--- config.mk ---
export PLATFORM = sky130hd
export DESIGN_NAME = conway_run_ctrl
export DESIGN_NICKNAME = d
export VERILOG_FILES = /design/src/rtl/conway_run_ctrl.sv
export SDC_FILE = /design/constraint.sdc
export NUM_CORES = 2
export LEC_CHECK = 0
export ABC_AREA = 1
export BUFFER_PORTS_ARGS = -buffer_cell sky130_fd_sc_hd__buf_2
export CORE_MARGIN = 1
export CORE_UTILIZATION = 30
export CTS_BUF_LIST = sky130_fd_sc_hd__clkbuf_8 sky130_fd_sc_hd__clkbuf_16
export CTS_CLUSTER_SIZE = 8
export DETAILED_ROUTE_END_ITERATION = 10
export GPL_TIMING_DRIVEN = 0
export SLEW_MARGIN = 5
export SYNTH_ARGS = -nofsm -noshare
export SYNTH_HDL_FRONTEND = slang
export SYNTH_SLANG_ARGS = --single-unit
--- constraint.sdc ---
create_clock -name i_clk -period 3.3 [get_ports i_clk]
set_clock_uncertainty 0.1 [all_clocks]
set_input_delay 0.495 -clock i_clk [delete_from_list [all_inputs] [get_ports i_clk]]
set_output_delay 0.495 -clock i_clk [all_outputs]
set_load 0.02 [all_outputs]
--- src/rtl/conway_run_ctrl.sv ---
// conway_run_ctrl
// Run controller for a 16x16 toroidal Conway life core. Loads a host seed into
// the core, lets it advance one generation per clock, and freezes it when the
// board dies out, becomes a still life, becomes a period-2 oscillator, reaches
// the generation limit, or the host aborts.
//
// Ports:
//   i_clk        rising-edge clock, shared with the life core
//   i_reset      synchronous active-high reset
//   i_start      run request, accepted only in IDLE
//   i_seed       initial board, cell (r,c) = bit 16r+c, sampled with i_start
//   i_max_gens   generation limit, sampled with i_start
//   i_abort      stop request, honoured only in RUN
//   i_life_q     current core board
//   o_life_load  core load strobe (core advances when low)
//   o_life_data  core load data
//   o_busy       high in LOAD and RUN
//   o_done       one-cycle pulse after a run stops
//   o_gens       generation index of the frozen board
//   o_status     0 limit, 1 extinct, 2 still, 3 period-2, 4 aborted
module conway_run_ctrl #(
  parameter int unsigned GEN_W = 16
) (
  input  logic             i_clk,
  input  logic             i_reset,
  input  logic             i_start,
  input  logic [255:0]     i_seed,
  input  logic [GEN_W-1:0] i_max_gens,
  input  logic             i_abort,
  input  logic [255:0]     i_life_q,
  output logic             o_life_load,
  output logic [255:0]     o_life_data,
  output logic             o_busy,
  output logic             o_done,
  output logic [GEN_W-1:0] o_gens,
  output logic [2:0]       o_status
);

  localparam logic [2:0] StatusLimit   = 3'd0;
  localparam logic [2:0] StatusExtinct = 3'd1;
  localparam logic [2:0] StatusStill   = 3'd2;
  localparam logic [2:0] StatusPeriod2 = 3'd3;
  localparam logic [2:0] StatusAbort   = 3'd4;

  typedef enum logic [1:0] {StIdle, StLoad, StRun, StDone} state_e;

  state_e           r_state;
  state_e           w_state_next;
  logic [255:0]     r_seed;
  logic [GEN_W-1:0] r_lim;
  logic [GEN_W-1:0] r_gens;
  logic [2:0]       r_status;
  logic [255:0]     r_prev1;
  logic [255:0]     r_prev2;

  logic             w_term;
  logic [2:0]       w_term_status;

  // Terminate conditions in priority order; only meaningful in RUN.
  always_comb begin
    w_term        = 1'b1;
    w_term_status = StatusLimit;
    if (i_abort) begin
      w_term_status = StatusAbort;
    end else if (i_life_q == '0) begin
      w_term_status = StatusExtinct;
    end else if ((r_gens >= GEN_W'(1)) && (i_life_q == r_prev1)) begin
      w_term_status = StatusStill;
    end else if ((r_gens >= GEN_W'(2)) && (i_life_q == r_prev2)) begin
      w_term_status = StatusPeriod2;
    end else if (r_gens == r_lim) begin
      w_term_status = StatusLimit;
    end else begin
      w_term = 1'b0;
    end
  end

  // State register
  always_ff @(posedge i_clk) begin
    if (i_reset) begin
      r_state <= StIdle;
    end else begin
      r_state <= w_state_next;
    end
  end

  // Next-state logic
  always_comb begin
    w_state_next = r_state;
    unique case (r_state)
      StIdle: if (i_start) w_state_next = StLoad;
      StLoad: w_state_next = StRun;
      StRun:  if (w_term) w_state_next = StDone;
      StDone: w_state_next = StIdle;
      default: w_state_next = StIdle;
    endcase
  end

  // Outputs. Holding the core means reloading its own state; reset forces a
  // hold so a reset mid-run freezes the board present in the reset cycle.
  always_comb begin
    o_life_load = 1'b1;
    o_life_data = i_life_q;
    if (!i_reset) begin
      unique case (r_state)
        StLoad:  o_life_data = r_seed;
        StRun:   o_life_load = w_term;
        default: ;
      endcase
    end
  end

  assign o_busy   = (r_state == StLoad) || (r_state == StRun);
  assign o_done   = (r_state == StDone);
  assign o_gens   = r_gens;
  assign o_status = r_status;

  // Run datapath: request capture, generation count and history registers.
  always_ff @(posedge i_clk) begin
    if (i_reset) begin
      r_seed   <= '0;
      r_lim    <= '0;
      r_gens   <= '0;
      r_status <= StatusLimit;
      r_prev1  <= '0;
      r_prev2  <= '0;
    end else begin
      unique case (r_state)
        StIdle: begin
          if (i_start) begin
            r_seed <= i_seed;
            r_lim  <= i_max_gens;
          end
        end
        StLoad: begin
          r_gens   <= '0;
          r_status <= StatusLimit;
          r_prev1  <= '0;
          r_prev2  <= '0;
        end
        StRun: begin
          if (w_term) begin
            r_status <= w_term_status;
          end else begin
            r_prev2 <= r_prev1;
            r_prev1 <= i_life_q;
            r_gens  <= r_gens + GEN_W'(1);
          end
        end
        default: ;
      endcase
    end
  end

endmodule

== Word level (Yosys, flattened, before mapping) ==
Index checks and enable logic that the tools add are counted.
W data, S select, Z words.

* Register bits after elaboration: 805
* Bits of input ports: 532
* Output and inout bits: 278
* Logic and storage cells: 53

* Add/sub/neg operators: 1
* Magnitude comparators: 2
* Equal/unequal tests: 9
* Muxes and demuxes: 24
* Reduce and logical (&&, ||, !) cells: 10

{| class="wikitable"
|+ Operator list
! cell !! number
|-
| $mux W256 || 4
|-
| $pmux W256 S2 || 2
|-
| $eq A256 B256 Y1 || 2
|-
| $logic_not A256 Y1 || 1
|-
| $pmux W16 S2 || 1
|-
| $add A16 B1 Y16 const B || 1
|-
| $eq A16 B16 Y1 || 1
|-
| $ge A16 B1 Y1 const B || 1
|-
| $ge A16 B2 Y1 const B || 1
|-
| $mux W16 || 1
|-
| $mux W2 || 5
|-
| $pmux W2 S4 || 1
|-
| $reduce_and A2 Y1 || 4
|-
| $mux W1 || 7
|-
| $mux W3 || 2
|-
| $ne A2 B2 Y1 const B || 3
|-
| $pmux W3 S2 || 1
|-
| $eq A2 B2 Y1 const B || 2
|-
| $eq A2 B1 Y1 const B || 1
|-
| $logic_and A1 B1 Y1 || 2
|-
| $logic_not A2 Y1 || 1
|-
| $reduce_bool A2 Y1 || 1
|-
| $logic_or A1 B1 Y1 || 1
|}

== Longest topological paths before layout ==
* Word-level depth: 8
* Mapped depth: 18
* Mapped depth without buffers: 16

== Worst setup path before layout ==
No wires, ideal clock.

* Path type: register to output
* Start: reg r_gens[1], in the netlist o_gens[1]
* End: out o_life_load
* Arrival: 1.964 ns
* Required time: 2.705 ns
* Path slack: 0.741 ns
* Cell stages (with the launch flop): 12
* Path buffers: 0
* Path through: dfxtp_1 inv_1 ha_1 nand3b_1 nor2_1 and2_1 nor2_1 nand3_1 nor2_1 nand3_1 nand4_1 or2_2

* Word-level cells in the longest chain between the ends: 8
* Elaborated cells on any way between the ends: 12
* Those cells by class: 2 x order compare; 1 x eq/ne; 7 x mux; 2 x reduce/logical

{| class="wikitable"
|+ Ends and longest elaborated chain
! what !! RTL line !! RTL
|-
| from (decl) || 51 || <nowiki>logic [GEN_W-1:0] r_gens;</nowiki>
|-
| from (signal assigned) || 147 || <nowiki>r_gens <= r_gens + GEN_W'(1);</nowiki>
|-
| $ge A16 B2 Y1 / $eq A16 B16 Y1 (equally long branches) || 69, 71 ||
|-
| $logic_and A1 B1 Y1 / $mux W1 (equally long branches) || 69, 71 ||
|-
| $mux W1 || 69 || <nowiki>end else if ((r_gens >= GEN_W'(2)) && (i_life_q == r_prev2)) begin</nowiki>
|-
| $mux W1 * || 67 || <nowiki>end else if ((r_gens >= GEN_W'(1)) && (i_life_q == r_prev1)) begin</nowiki>
|-
| $mux W1 * || 65 || <nowiki>end else if (i_life_q == '0) begin</nowiki>
|-
| $mux W1 * || 63 || <nowiki>if (i_abort) begin</nowiki>
|-
| $mux W1 * || 105 || <nowiki>unique case (r_state)</nowiki>
|-
| $mux W1 * || 104 || <nowiki>if (!i_reset) begin</nowiki>
|-
| to (decl) || 31 || <nowiki>output logic o_life_load,</nowiki>
|}

Every way passes the cells marked *; elsewhere a longest branch is shown, timed or not.

== Final worst setup path ==
* Start: in i_life_q[151]
* End: out o_life_load

* Word-level cells in the longest chain between the ends: 8
* Elaborated cells on any way between the ends: 11
* Those cells by class: 2 x eq/ne; 6 x mux; 3 x reduce/logical

{| class="wikitable"
|+ Ends and longest elaborated chain
! what !! RTL line !! RTL
|-
| from (decl) || 30 || <nowiki>input logic [255:0] i_life_q,</nowiki>
|-
| $eq A256 B256 Y1 || 69 ||
|-
| $logic_and A1 B1 Y1 || 69 ||
|-
| $mux W1 || 69 ||
|-
| $mux W1 || 67 ||
|-
| $mux W1 * || 65 ||
|-
| $mux W1 * || 63 ||
|-
| $mux W1 * || 105 ||
|-
| $mux W1 * || 104 ||
|}

Marks and branches as above.

==> results.cfg <==
[finish]
final_nets = 9334
syn2layout_area_growth_pct = 31.97
finish.utilization_pct = 39.98
drive_gt1_share_pct = 16.88
final_area_mm2 = 0.06087

[timing]
hold-worst-slack_ps = 43.36
tns_ps = -145.8
tightest_slew_ps = 1330
slew_headroom_pct = 11.35
setup_slack_ps = -145.8
hold_violations = 0
fin_crit_ps = 3446
rsz0062_at_grt = true
fmax_ghz = 0.2902
setup_viol = 1
maxSlewViolCount = 0
period_share_pct = 104.4

[clocking]
clk_path_buf_depth = 3
clkSlewWorstSetupHoldPaths_ps = 50
cts_buffers = 115
clkLatencyLatePin_ps = 760
clockRootBuffer = clkbuf_16
cts.sinks = 805
htreeDepth = 3
cts_tree = done

[critical_path]
crit_chain = buf_2, inv_1, nand4_1, nor2_4, nand2_1, nor2_1, nand2_1, nor2_2, a21oi_2, nand4_1, or2_4, buf_6
reg2reg_from = r_state[1]
endpoint_kind = output pin
crit_family = simple AND/OR/NAND/NOR gates
setup.worst_path.start = i_life_q[151]
crit_required_ps = 2700
crit_arrival_ps = 2850
start_kind = input port
critPathBufInv = 3
cp_max_fo = 4
critPathSlowestCell = nor2_4
path_class = in2out
slowest_delay_ps = 390

[synth]
synthArstFlopShare_pct = 0
synth_edf_count = 0
ys_warn_count = 0
postSynthCellCount = 7532
synth_ff_type = dfxtp_1
synth.distinct_cells = 36
synth_area_leader_cell = dfxtp_1
avgSynthCellArea_um2 = 6.124
syn_area_mm2 = 0.04613
syn_nets = 8073
ys_seq_area_share_pct = 34.94
synth_top_area_share_pct = 34.94
ys_top_cells_by_area = dfxtp_1 (35%), nand2_1 (15%), nor2_1 (10%)
synth_seq_cells = 805

[placement]
place_area_mm2 = 0.05266
pre_cts_ws_ps = -1290
globalplace.congestion = 0.9669
port_buffers = 796
dpl.hpwl_um = 174200

[floorplan]
dieArea_mm2 = 0.1553
die_h_um = 394.1
die_w_um = 394.1
io_pins = 810
row_count = 143
initial_utilization_pct = 30.29
core_mm2 = 0.1523

[power_and_ir_drop]
p_leak_nw = 28.89
peakVddDrop_uv = 508.1
p_per_area_mw_per_mm2 = 725.5

[detailed_routing]
drc = 0
routedWlPerCell_um = 20.48
num_vias = 52696
routed_wl_um = 222800
ant_nets = 0
drt_iter0_markers = 4291
firstDrtPassIters = 6
vias_per_cell = 4.843

[outcome]
outcome = finished with violations
violations = negative setup slack

[min_path]
hp-start = i_seed[245]
hp-class = in2reg

[global_route]
grt_max_degree = 17
grt_pass1_wl_um = 317700
grt_pass1_vias = 49369
track_usage_pct = 27.42
grt.overflow.total = 0
antenna_found_initial = 57

[run]
drv_cap = 0
what timing repair did:
action / CTS / global route
setup buffers: 28 / 3
gates cloned: 1 / 0
pin swaps: 41 / 20
endpoints found under the setup margin: 892 / 142
hold buffers: 318 / 0
gates resized for setup: 311 / 111
hold endpoints to repair: 318 / 0
final cells by class:
type	count	area [um^2]
buffer	452	2376
inverter	985	3697
fill	16338	91390
timing repair buffer	1147	7493
multi-input combinational	5287	25310
antenna	30	75.07
tap	2030	2540
sequential	805	16160
clock buffer	122	2985
clock inverter	23	236.5
worst paths after layout:
check | endpoint | slack [ps] | cells after the start
hold / removal | r_seed[245] | 40 | 3
setup reg to reg | r_prev1[183] | 140 | 6
setup / recovery | o_life_load | -150 | 12
hold reg to reg | r_prev2[116] | 370 | 2
report_power, final:
part	internal, mW	switching, mW
sequential	11.2	0.948
clock	6.47	4.70
combinational	5.99	14.9
total	23.6	20.6
placed cells by master, fill, tap and decap left out, types with 15 or more instances in the layout:
master / synthesis / final
nand3_1: 585 / 582
diode_2: 0 / 30
xor2_1: 183 / 158
nand2_1: 1852 / 1794
buf_4: 64 / 100
clkbuf_2: 12 / 44
a21oi_1: 792 / 763
nand2_4: 1 / 17
nor2_4: 0 / 15
buf_6: 20 / 26
dfxtp_1: 805 / 773
xnor2_1: 163 / 144
nand2_2: 1 / 42
buf_1: 44 / 44
nand4_1: 98 / 98
clkbuf_1: 280 / 216
a21oi_2: 0 / 16
buf_2: 35 / 828
inv_1: 879 / 889
dlygate4sd3_1: 0 / 318
xor2_2: 0 / 18
o21ai_0: 275 / 274
nor2_2: 0 / 30
nor2_1: 1256 / 1211
clkbuf_16: 0 / 118
inv_2: 105 / 107
dfxtp_2: 0 / 29
layer usage:
metal | global-route usage (%) | wire length, um | vias up
li1 | - | - | 25782
met1 | 34.19 | 93260 | 24554
met2 | 45.66 | 103600 | 1895
met3 | 5.535 | 16000 | 443
met4 | 11.60 | 9749 | 22
met5 | 0 | 150 | -
kinds of logic after synthesis:
kind of cell / after synthesis / share of synthesized area [%]
XOR/XNOR: 346 / 6.570
adder cells (fa/ha/maj): 9 / 0.2441
flip-flops: 805 / 34.94
AO/OA/AOI/OAI: 1070 / 11.63
buffers and inverters: 1440 / 12.69
AND/OR/NAND/NOR: 3862 / 33.93
sequential cells by signal (all words and copies together), names as in the netlist:
signal	count
r_prev1	256
r_prev2	256
r_seed	256
o_gens	16
r_lim	16
o_status	3
r_state	2
worst min-delay path: cells and delay by family:
kind | cells | cell delay (ps)
buf+inv | 1 | 70
simple gates | 1 | 110
compound gates | 1 | 150
stage by stage:
stage               total power [mW]  std cells
floorplan                      24.44       7532
global placement               31.91      10358
detailed placement             32.09      10359
CTS                            44.02      10848
global route                   46.50      10871
finish                         44.16      10881
cell usage after synthesis, types with 3 or more instances:
library cell,instances
nand2_1,1852
or2_2,11
inv_2,105
xor2_1,183
nand3b_1,7
and2_0,3
nand3_1,585
nor3_1,15
buf_6,20
or2_1,12
o21ai_0,275
nand4_1,98
ha_1,9
inv_1,879
dfxtp_1,805
buf_1,44
buf_2,35
buf_4,64
a21oi_1,792
nor4_1,4
clkbuf_2,12
clkbuf_1,280
and2_1,9
xnor2_1,163
nor2b_1,4
nor2_1,1256
(Power assumes the default switching activity.)
